--- src/rtl/mips_mc_control_pkg.sv ---
// Shared definitions for the multi-cycle MIPS control sequencer:
// state codes, opcode constants and datapath mux encodings.
package mips_mc_control_pkg;

    typedef enum logic [3:0] {
        S_FETCH  = 4'd0,
        S_DECODE = 4'd1,
        S_MADDR  = 4'd2,
        S_MREAD  = 4'd3,
        S_MWB    = 4'd4,
        S_MWRITE = 4'd5,
        S_EXEC   = 4'd6,
        S_RWB    = 4'd7,
        S_BRANCH = 4'd8,
        S_JUMP   = 4'd9,
        S_AEXEC  = 4'd10,
        S_AWB    = 4'd11,
        S_TRAP   = 4'd12
    } state_e;

    localparam logic [5:0] OP_RTYPE = 6'b000000;
    localparam logic [5:0] OP_LW    = 6'b100011;
    localparam logic [5:0] OP_SW    = 6'b101011;
    localparam logic [5:0] OP_BEQ   = 6'b000100;
    localparam logic [5:0] OP_J     = 6'b000010;
    localparam logic [5:0] OP_ADDI  = 6'b001000;

    localparam logic [1:0] ALUOP_ADD   = 2'b00;
    localparam logic [1:0] ALUOP_SUB   = 2'b01;
    localparam logic [1:0] ALUOP_FUNCT = 2'b10;

    localparam logic [1:0] ALUSRCB_B     = 2'b00;
    localparam logic [1:0] ALUSRCB_FOUR  = 2'b01;
    localparam logic [1:0] ALUSRCB_IMM   = 2'b10;
    localparam logic [1:0] ALUSRCB_IMMSH = 2'b11;

    localparam logic [1:0] PCSRC_ALU    = 2'b00;
    localparam logic [1:0] PCSRC_ALUOUT = 2'b01;
    localparam logic [1:0] PCSRC_JUMP   = 2'b10;

endpackage

--- src/rtl/mips_mc_control.sv ---
// Multi-cycle MIPS control FSM: sequences PC/IR/register file/ALU muxes and the
// shared memory over several cycles per instruction, stalling on mem_ready and
// counting retired instructions.
module mips_mc_control
    import mips_mc_control_pkg::*;
#(
    parameter int unsigned CNT_W       = 32,
    parameter bit          TRAP_ON_ILL = 1'b1
) (
    input  logic             clk,
    input  logic             rst,
    input  logic [5:0]       op,
    input  logic             mem_ready,
    output logic             pc_write,
    output logic             pc_write_cond,
    output logic             i_or_d,
    output logic             mem_read,
    output logic             mem_write,
    output logic             ir_write,
    output logic             reg_dst,
    output logic             mem_to_reg,
    output logic             reg_write,
    output logic             alu_src_a,
    output logic [1:0]       alu_src_b,
    output logic [1:0]       alu_op,
    output logic [1:0]       pc_source,
    output logic             illegal_op,
    output logic [CNT_W-1:0] retired,
    output logic [3:0]       state
);

    state_e             state_q, state_d;
    logic               retire_now;
    logic [CNT_W-1:0]   retired_q;

    assign state   = state_q;
    assign retired = retired_q;

    // State register with synchronous reset to FETCH.
    always_ff @(posedge clk) begin
        if (rst) state_q <= S_FETCH;
        else     state_q <= state_d;
    end

    // Next-state logic; retire_now flags a non-wait final cycle of an instruction.
    always_comb begin
        state_d    = state_q;
        retire_now = 1'b0;
        case (state_q)
            S_FETCH:  if (mem_ready) state_d = S_DECODE;
            S_DECODE: begin
                case (op)
                    OP_LW, OP_SW: state_d = S_MADDR;
                    OP_RTYPE:     state_d = S_EXEC;
                    OP_BEQ:       state_d = S_BRANCH;
                    OP_J:         state_d = S_JUMP;
                    OP_ADDI:      state_d = S_AEXEC;
                    default: begin
                        if (TRAP_ON_ILL) begin
                            state_d = S_TRAP;
                        end else begin
                            state_d    = S_FETCH;
                            retire_now = 1'b1;
                        end
                    end
                endcase
            end
            S_MADDR:  state_d = (op == OP_LW) ? S_MREAD : S_MWRITE;
            S_MREAD:  if (mem_ready) state_d = S_MWB;
            S_MWB: begin
                state_d    = S_FETCH;
                retire_now = 1'b1;
            end
            S_MWRITE: begin
                if (mem_ready) begin
                    state_d    = S_FETCH;
                    retire_now = 1'b1;
                end
            end
            S_EXEC:   state_d = S_RWB;
            S_RWB, S_BRANCH, S_JUMP, S_AWB: begin
                state_d    = S_FETCH;
                retire_now = 1'b1;
            end
            S_AEXEC:  state_d = S_AWB;
            S_TRAP:   state_d = S_TRAP;
            default:  state_d = S_FETCH;
        endcase
    end

    // Moore-style outputs decoded from the current state, all forced low during reset.
    always_comb begin
        pc_write      = 1'b0;
        pc_write_cond = 1'b0;
        i_or_d        = 1'b0;
        mem_read      = 1'b0;
        mem_write     = 1'b0;
        ir_write      = 1'b0;
        reg_dst       = 1'b0;
        mem_to_reg    = 1'b0;
        reg_write     = 1'b0;
        alu_src_a     = 1'b0;
        alu_src_b     = ALUSRCB_B;
        alu_op        = ALUOP_ADD;
        pc_source     = PCSRC_ALU;
        illegal_op    = 1'b0;
        if (!rst) begin
            case (state_q)
                S_FETCH: begin
                    mem_read  = 1'b1;
                    alu_src_b = ALUSRCB_FOUR;
                    ir_write  = mem_ready;
                    pc_write  = mem_ready;
                end
                S_DECODE: alu_src_b = ALUSRCB_IMMSH;
                S_MADDR, S_AEXEC: begin
                    alu_src_a = 1'b1;
                    alu_src_b = ALUSRCB_IMM;
                end
                S_MREAD: begin
                    mem_read = 1'b1;
                    i_or_d   = 1'b1;
                end
                S_MWB: begin
                    reg_write  = 1'b1;
                    mem_to_reg = 1'b1;
                end
                S_MWRITE: begin
                    mem_write = 1'b1;
                    i_or_d    = 1'b1;
                end
                S_EXEC: begin
                    alu_src_a = 1'b1;
                    alu_op    = ALUOP_FUNCT;
                end
                S_RWB: begin
                    reg_write = 1'b1;
                    reg_dst   = 1'b1;
                end
                S_BRANCH: begin
                    alu_src_a     = 1'b1;
                    alu_op        = ALUOP_SUB;
                    pc_write_cond = 1'b1;
                    pc_source     = PCSRC_ALUOUT;
                end
                S_JUMP: begin
                    pc_write  = 1'b1;
                    pc_source = PCSRC_JUMP;
                end
                S_AWB:    reg_write  = 1'b1;
                S_TRAP:   illegal_op = 1'b1;
                default: ;
            endcase
        end
    end

    // Retired-instruction counter, wraps modulo 2^CNT_W.
    always_ff @(posedge clk) begin
        if (rst)             retired_q <= '0;
        else if (retire_now) retired_q <= retired_q + CNT_W'(1);
    end

endmodule

--- config.mk ---
export PLATFORM = sky130hd
export DESIGN_NAME = mips_mc_control
export DESIGN_NICKNAME = d
export VERILOG_FILES = /design/src/rtl/mips_mc_control_pkg.sv /design/src/rtl/mips_mc_control.sv
export SDC_FILE = /design/constraint.sdc
export NUM_CORES = 1
export LEC_CHECK = 0
export ABC_AREA = 0
export CAP_MARGIN = 10
export CORE_MARGIN = 10
export CORE_UTILIZATION = 51
export CTS_CLUSTER_DIAMETER = 200
export DETAILED_ROUTE_END_ITERATION = 8
export GPL_TIMING_DRIVEN = 0
export PLACE_DENSITY = 0.86
export SLEW_MARGIN = 0
export SYNTH_ARGS = -nofsm -noshare
export SYNTH_HDL_FRONTEND = slang
export SYNTH_SLANG_ARGS = --single-unit
--- constraint.sdc ---
create_clock -name clk -period 4.3 [get_ports clk]
set_clock_uncertainty 0.05 [all_clocks]
set_input_delay 0.645 -clock clk [delete_from_list [all_inputs] [get_ports clk]]
set_output_delay 0.645 -clock clk [all_outputs]
set_load 0.02 [all_outputs]
Word level (Yosys, flattened, before mapping)
Index checks and enable logic that the tools add are counted.
{"block": "op_classes", "add_sub_neg": 1, "reduce_logical": 10, "mux": 36, "n_eq_ne": 20}
{"operator": "adder 32 x 1 -> 32 bit, second input constant", "count": 1}
{"operator": "one-hot mux 4 bit (8 select lines)", "count": 1}
{"operator": "two-way mux 1 bit", "count": 22}
{"operator": "equality test 4 bit, second input constant", "count": 5}
{"operator": "one-hot mux 4 bit (5 select lines)", "count": 1}
{"operator": "equality test 4 x 3 -> 1 bit, second input constant", "count": 4}
{"operator": "equality test 6 bit, second input constant", "count": 2}
{"operator": "two-way mux 4 bit", "count": 3}
{"operator": "equality test 4 x 2 -> 1 bit, second input constant", "count": 2}
{"operator": "one-hot mux 2 bit (2 select lines)", "count": 2}
{"operator": "OR reduction 2 bit", "count": 4}
{"operator": "equality test 6 x 2 -> 1 bit, second input constant", "count": 1}
{"operator": "equality test 6 x 3 -> 1 bit, second input constant", "count": 1}
{"operator": "equality test 6 x 4 -> 1 bit, second input constant", "count": 1}
{"operator": "logical NOT 6 bit", "count": 1}
{"operator": "two-way mux 2 bit", "count": 3}
{"operator": "inequality test 2 bit, second input constant", "count": 3}
{"operator": "one-hot mux 2 bit (3 select lines)", "count": 1}
{"operator": "OR reduction 5 bit", "count": 1}
{"operator": "equality test 4 x 1 -> 1 bit, second input constant", "count": 1}
{"operator": "logical NOT 4 bit", "count": 1}
{"operator": "one-hot mux 1 bit (2 select lines)", "count": 2}
{"operator": "OR reduction 4 bit", "count": 1}
{"operator": "two-way mux 3 bit", "count": 1}
{"operator": "2 further kinds", "count": 2}
{"block": "totals", "in_bits": 9, "regBits": 36, "out_inout_bits": 53, "wordCells": 69}

Logic depth before layout (Yosys ltp)
{"block": "depth", "word_depth": 4, "ltp_mapped": 9, "mapped_depth_nobuf": 6}

Worst setup path before layout
OpenSTA, ideal clock, no wires.
{"block": "synth_path", "path_type": "input-to-output", "from": "in rst", "to": "out reg_dst", "slack_ns": 1.866, "arrival_ns": 1.739, "stages": 3, "n_path_buf": 1, "required_ns": 3.605, "cell_sequence": "clkbuf_1 > or3b_2 > nor3_1"}
{"block": "synth_between", "elab_chain_len": 1}
{"element": "start, declared", "line": "mips_mc_control.sv:11", "text": "input logic rst,"}
{"element": "two-way mux 1 bit", "line": "mips_mc_control.sv:107", "text": "if (!rst) begin"}
{"element": "end, declared", "line": "mips_mc_control.sv:20", "text": "output logic reg_dst,"}
No other way between the ends.

Worst setup path in the final report
{"block": "layout_path", "from": "reg state_q[2] (netlist: state[2])", "to": "out reg_dst"}
{"block": "layout_between", "elab_chain_len": 3}
{"element": "start, declared", "line": "mips_mc_control.sv:32", "text": "state_e state_q, state_d;"}
{"element": "start signal, assigned", "line": "mips_mc_control.sv:42", "text": "else state_q <= state_d;"}
{"element": "equality test 4 x 3 -> 1 bit", "line": "mips_mc_control.sv:108", "text": "case (state_q)"}
{"element": "two-way mux 1 bit", "line": "mips_mc_control.sv:108"}
{"element": "two-way mux 1 bit", "line": "mips_mc_control.sv:107"}
No other way between the ends.

==> impl_metrics.ini <==
[run_status]
status = finished clean

[sta]
period_share_pct = 73.0
rsz0062_at_grt = no
period_needed_ps = 3140
hold-worst-slack_ps = 446
hold_violations = 0
relSlewSlack_pct = 56.8
max_freq_mhz = 318
tightest_slew_ps = 642
finalSetupViolations = 0
final-max-slew-violation-count = 0
setup_tns_ps = 0

[critical_path]
cp-startpoint = state[2]$_SDFFE_PP0P_
end_kind = output port
critPathMaxFanout = 10
crit_required_ps = 3610
worstSetupPathType = register to output port
ff2ff_path_depth = 7
r2r-start = retired[0]$_SDFFE_PP0P_
arrival_ps = 2440
start_kind = register

[power]
power.density_nw_per_um2 = 268
ir_worst_vdd_uv = 174
cellLeakagePower_nw = 0.926

[floorplan]
die_x_um = 83.9
die_area_sq_um = 7040
ioPinCount = 62
rows = 23
core-area_sq_um = 3970
die_h_um = 83.9
start_util_pct = 52.4

[logic_synthesis]
synth_seq_cells = 36
synth-edff-count = 0
synth_top_area_share_pct = 34.6
synth-seq-area-share_pct = 34.6
async_reset_ff_share_pct = 0
yosysMostFrequentCell = dfxtp_1
synth_area_leader_cell = dfxtp_1
yosys_warnings = 0
synth.cell_area_sq_um = 2080
synth_common_cells = 36 x dfxtp_1, 34 x nor2_1, 20 x a21oi_1, 20 x nand2_1
syn_area_per_cell_sq_um = 7.71
syn-num-nets = 280
synth.area.top_cells = dfxtp_1 35%, nor2_1 6.1%, xnor2_1 5.1%
synth_cell_type_count = 44
ys.flop_type = dfxtp_1
syn_inst = 270

[cells_and_area]
stdcell_area_sq_um = 2870
syn2layout_area_growth_pct = 37.9
final_layout_size_suffix_gt1_share_pct = 6.80
filler_cell_count = 344
diodes = 0
nets = 347

[clock_tree]
cts_buffer_depth = 2
clk_pin_slew_worst_paths_ps = 70
cts-buffers-inserted = 5
cts_hold_buf = 0
clk-insertion-delay-late_ps = 290
cts_tree = done
htree_num_levels = 2
cts_resized = 0
clock-sinks = 36
post-cts-setup-buffers = 0
cts-root-buf = clkbuf_8

[detailed_routing]
first_pass_iters = 4
antenna_left = 0
drt_iter0_drc = 84
drt-total-wl_um = 5910
wl_per_cell_um = 15.2
via_per_inst = 5.63
via_count = 2186
drc = 0

[place]
dp.final_hpwl_um = 4430
gp_congestion = 0.895
numPortBuffers = 60
place_area_sq_um = 2740

[worst_hold_path]
hp-class = register to register
holdPathStages = 2
hold_start = retired[1]$_SDFFE_PP0P_

[grt]
grt_use_total_pct = 16.8
grt_max_degree = 12
antenna_found_initial = 0
grt_pass1_wl_um = 10100
grt_overflow = 0
first_global_vias = 2100

[job]
cap_violations = 0
==> path summary, 6_finish.rpt <==
path	to	slack, ps
worst min register to register	retired[1]$_SDFFE_PP0P_	450
worst min-delay path	retired[1]$_SDFFE_PP0P_	450
worst max register to register	retired[28]$_SDFFE_PP0P_	1840
worst max-delay path	reg_dst	1160
==> area by class of cell <==
cell class / count / area, sq um / area share, %
buffer: 18 / 97.6 / 3.40
tap: 50 / 62.6 / 2.18
timing repair buffer: 60 / 601 / 20.9
inverter: 8 / 30.0 / 1.05
multi-input combinational: 208 / 1230 / 42.9
clock inverter: 1 / 30.0 / 1.05
sequential: 36 / 721 / 25.1
clock buffer: 7 / 96.3 / 3.36
==> critical path: stages, from the launching register on <==
cell and delay (ps):
dfxtp_1 440, clkbuf_1 360, or3b_2 520, nor3_1 180
clkdlybuf4s50_1 650
==> layout by cell type, fill, tap and decap left out, types with 2 or more instances in the layout <==
| cell type | n |
|---|---|
| and3_1 | 5 |
| or2_2 | 4 |
| a31oi_1 | 2 |
| o21ai_0 | 11 |
| xor2_1 | 7 |
| a21oi_1 | 20 |
| o31ai_1 | 6 |
| buf_2 | 3 |
| a211oi_1 | 2 |
| nand4_1 | 10 |
| clkbuf_8 | 7 |
| xnor2_1 | 12 |
| and4_1 | 2 |
| clkdlybuf4s50_1 | 60 |
| clkbuf_1 | 10 |
| or4_1 | 6 |
| buf_4 | 3 |
| nor2b_1 | 2 |
| nand3b_1 | 2 |
| nand2b_1 | 7 |
| and2_1 | 2 |
| buf_6 | 2 |
| nand3_1 | 9 |
| nor3b_1 | 2 |
| dfxtp_1 | 36 |
| or3_1 | 11 |
| nor3_1 | 12 |
| nand2_1 | 20 |
| nor4_1 | 5 |
| inv_1 | 8 |
| nor2_1 | 34 |
==> metal layers <==
layer	global-route usage, %	routed length, um
met2	27.7	2840
met5	0	0
met4	5.02	86
met1	19.4	2500
met3	6.64	478
==> logic make-up after synthesis <==
group           count (synthesis)  synth area share (%)
flops                          36                  34.6
xor+xnor                       19                  8.00
buf+inv                        26                  6.13
fa+ha+maj                       1                 0.601
compound gates                 49                  15.1
mux                             1                 0.481
simple gates                  138                  35.1
==> stage by stage <==
step	worst slack, ps	std cells	utilization [%]	power (mW)
floorplan	1870	270	-	0.409
global placement	1420	380	69.1	0.447
detailed placement	1390	380	69.1	0.449
CTS	1200	388	72.3	0.772
global route	1070	388	72.3	0.796
finish	1160	388	72.3	0.771
==> registers in the layout, summed over array words and instances, names as in the netlist <==
register	count
state	4
retired	32
==> where the power goes <==
part,switching [mW],internal (mW),leakage (nW)
Clock,0.124,0.205,0.0645
Combinational,0.0579,0.0433,0.571
Sequential,0.00399,0.336,0.290
Total,0.186,0.584,0.926
No activity file was read; power rests on OpenSTA's default activity.
==> RTL edit: new RTL, same flow settings <==
Set the parameter `TRAP_ON_ILL` to 1'b0 (it was 1'b1).
--- a/src/rtl/mips_mc_control.sv
+++ b/src/rtl/mips_mc_control.sv
@@ -5,7 +5,7 @@
     import mips_mc_control_pkg::*;
 #(
     parameter int unsigned CNT_W       = 32,
-    parameter bit          TRAP_ON_ILL = 1'b1
+    parameter bit          TRAP_ON_ILL = 1'b0
 ) (
     input  logic             clk,
     input  logic             rst,
Check against the original RTL: not equivalent (Yosys sat finds a counterexample within 4 cycles, from zero or initial values and one cycle with rst high).
==> RTL edit against the unedited design <==
Total power fell by 18%; via count grew 10%; worst setup slack worse by 0.56 ns; sequential cell count stayed put; sequential power about the same; wire length rose by 14%; count of clock-buffer cells in the layout is 2 lower; synthesized cell count rose by 4.1%; synthesized area rose by 7.0%; final area increased by 3.4%; critical path type is now in2out.
==> RTL edit: results (changes against the unedited design) <==
The flow ran to the end, and the final reports show no timing, DRC or antenna violations. The share of final-layout standard cells stronger than drive strength 1 works out to 10.09% (+3.3 points). The run gives 220 (+5.8%) as the number of multi-input combinational cells.

The tools report the number of clock buffer instances in the layout as 5 (-2). Number of distinct library cells after synthesis: 54 (+23%). The max-cap check violation count is 0 (unchanged), and the multi-input logic portion of the cell area is 47.11% (+4.2 points).

The flip-flop count of the largest register, all copies and words added was 32 (unchanged); the number of synthesis warnings was 0 (unchanged). In this run the worst hold path is classified as reg2reg. The area share of fa/ha/maj cells after synthesis is 1.011% (+0.41 points), and the clock insertion delay at the later pin of the skew report is 0.28 ns. The via count of the first global-routing pass is 2347 (+12%), and the initial antenna violation count is 0 (unchanged).

Number of enable-type register cells in the synthesized netlist: 0 (unchanged). The tools report the net count reported at finish as 359 (+3.5%). The logs give 2 (unchanged) for the CTS H-tree depth and 59.54% (+2.7 points) for the relative slew slack.

The final-layout fill cell count is 343 (-0.29%), and the longest individual stage delay on the worst path is 0.56 ns (-0.09 ns). Clock group total power: 214 uW (-35%). The leakage power summed over all cells was 0.0009798 uW (+5.9%); the iteration count of the initial detailed-routing pass was 4 (unchanged). The pin count of the biggest net entering global routing is 11 (-1), and the number of design-rule violations left by the first detailed-router iteration is 181 (+120%). The tools report the first-pass GRT wire length as 11170 um (+10%).

The tools report the clock root buffer as clkbuf_8. For the number of antenna diodes, the log shows 0 (unchanged). Maximum net fanout on the critical path: 10 (unchanged).

The logs give 2412 (+10%) for the via count and 720.7 sq um (unchanged) for the sequential cell area. The clock slew seen by the registers of the worst setup and hold paths works out to 0.07 ns (about the same). For the global placer's final weighted congestion, the log shows 0.9265 (+3.5%). For the critical path data arrival time, the log shows 3.00 ns (+0.56 ns). The power of the combinational group is 76.2 uW (-25%), and the remaining antenna violation count is 0 (unchanged).

For the number of sequential cells in the layout, the log shows 36 (unchanged). By area the synthesized netlist is led by dfxtp_1, a21oi_1, or3_1, o21ai_0, nor2_1. The mux cell area share after synthesis was 1.461% (+0.98 points); the worst supply voltage drop on vdd was 0.2339 mV (+34%). The HPWL reported at the end of detailed placement is 5154 um (+16%). The tools report the buffer depth of the longest clock path as 2 (unchanged). The run gives 291 (+3.9%) as the net count of the mapped netlist. The area share of buffers outside the clock network works out to 23.18% (-1.1 points).

For the switching power of the nets, the log shows 158.3 uW (-15%). Yosys instantiated no cell more often than dfxtp_1. The number of signal-net buffers in the layout was 78 (unchanged). The placement-stage worst setup slack was 0.6127 ns (-0.7769 ns); the compound-gate portion of the synthesized area was 22.13% (+7.0 points).

For the sequential fraction of the synthesis area, the log shows 32.36% (-2.3 points). Counting instances in the post-synthesis netlist gives the leading cell types as dfxtp_1, a21oi_1, nor2_1. The cell group occupying the most layout area is multi-input combinational cells. Routed length per placed instance: 17.03 um (+12%). The xor-xnor portion of the synthesized cell area was 1.573% (-6.4 points); the fraction of synthesis flops using an asynchronous set or reset pin was 0% (unchanged).

The global router's overall resource usage was 18.03% (+1.2 points). Number of buffers inserted by port buffering: 61 (+1.7%). The share of final layout cell area taken by clock buffers and inverters works out to 2.318% (-2.1 points).
==> RTL edit: changes by cell type in the layout (fill, tap and decap cells not counted), moves of 3 or more <==
cell / before / now
a21oi_1: 20 / 32
a31o_2: 0 / 3
and3_1: 5 / 1
buf_1: 0 / 3
clkbuf_1: 10 / 7
nand2_1: 20 / 15
nand3_1: 9 / 14
nand4_2: 0 / 3
nor2_1: 34 / 25
nor3_1: 12 / 5
o21ai_0: 11 / 21
or3_1: 11 / 20
xnor2_1: 12 / 1
xor2_1: 7 / 3
==> RTL edit: layer usage <==
layer	up-vias	global-route usage (%)	wire, um
li1	1177	-	-
met4	0	5.689	45
met1	1146	22.11	2859
met3	6	5.676	625
met2	83	29.14	3229
met5	-	0	0
==> RTL edit: stage by stage <==
stage          cells  hold WS [ns]  util [%]  area, sq um  power (uW)
2_1_floorplan    281        0.5095         -         2227       388.9
3_3_place_gp     392        0.4272     70.48         2900       420.7
3_5_place_dp     392        0.4348     70.48         2900       422.4
4_1_cts          397        0.4442     72.15         2969       633.0
5_1_grt          397        0.4722     72.15         2969       649.4
6_report         397        0.4479     72.15         2969       630.0
==> RTL edit: worst max-delay path: cells and delay by family <==
family	cells	cell delay (ns)
and+or+nand+nor	1	0.10
buffers and inverters	5	2.25
==> RTL edit: worst paths after layout <==
kind,from,endpoint,slack (ns),cells past startpoint
max reg2reg,retired[15]$_SDFFE_PP0P_,retired[31]$_SDFFE_PP0P_,2.03,5
min,retired[25]$_SDFFE_PP0P_,retired[25]$_SDFFE_PP0P_,0.45,2
min reg2reg,retired[25]$_SDFFE_PP0P_,retired[25]$_SDFFE_PP0P_,0.45,2
max,rst,mem_read,0.60,6
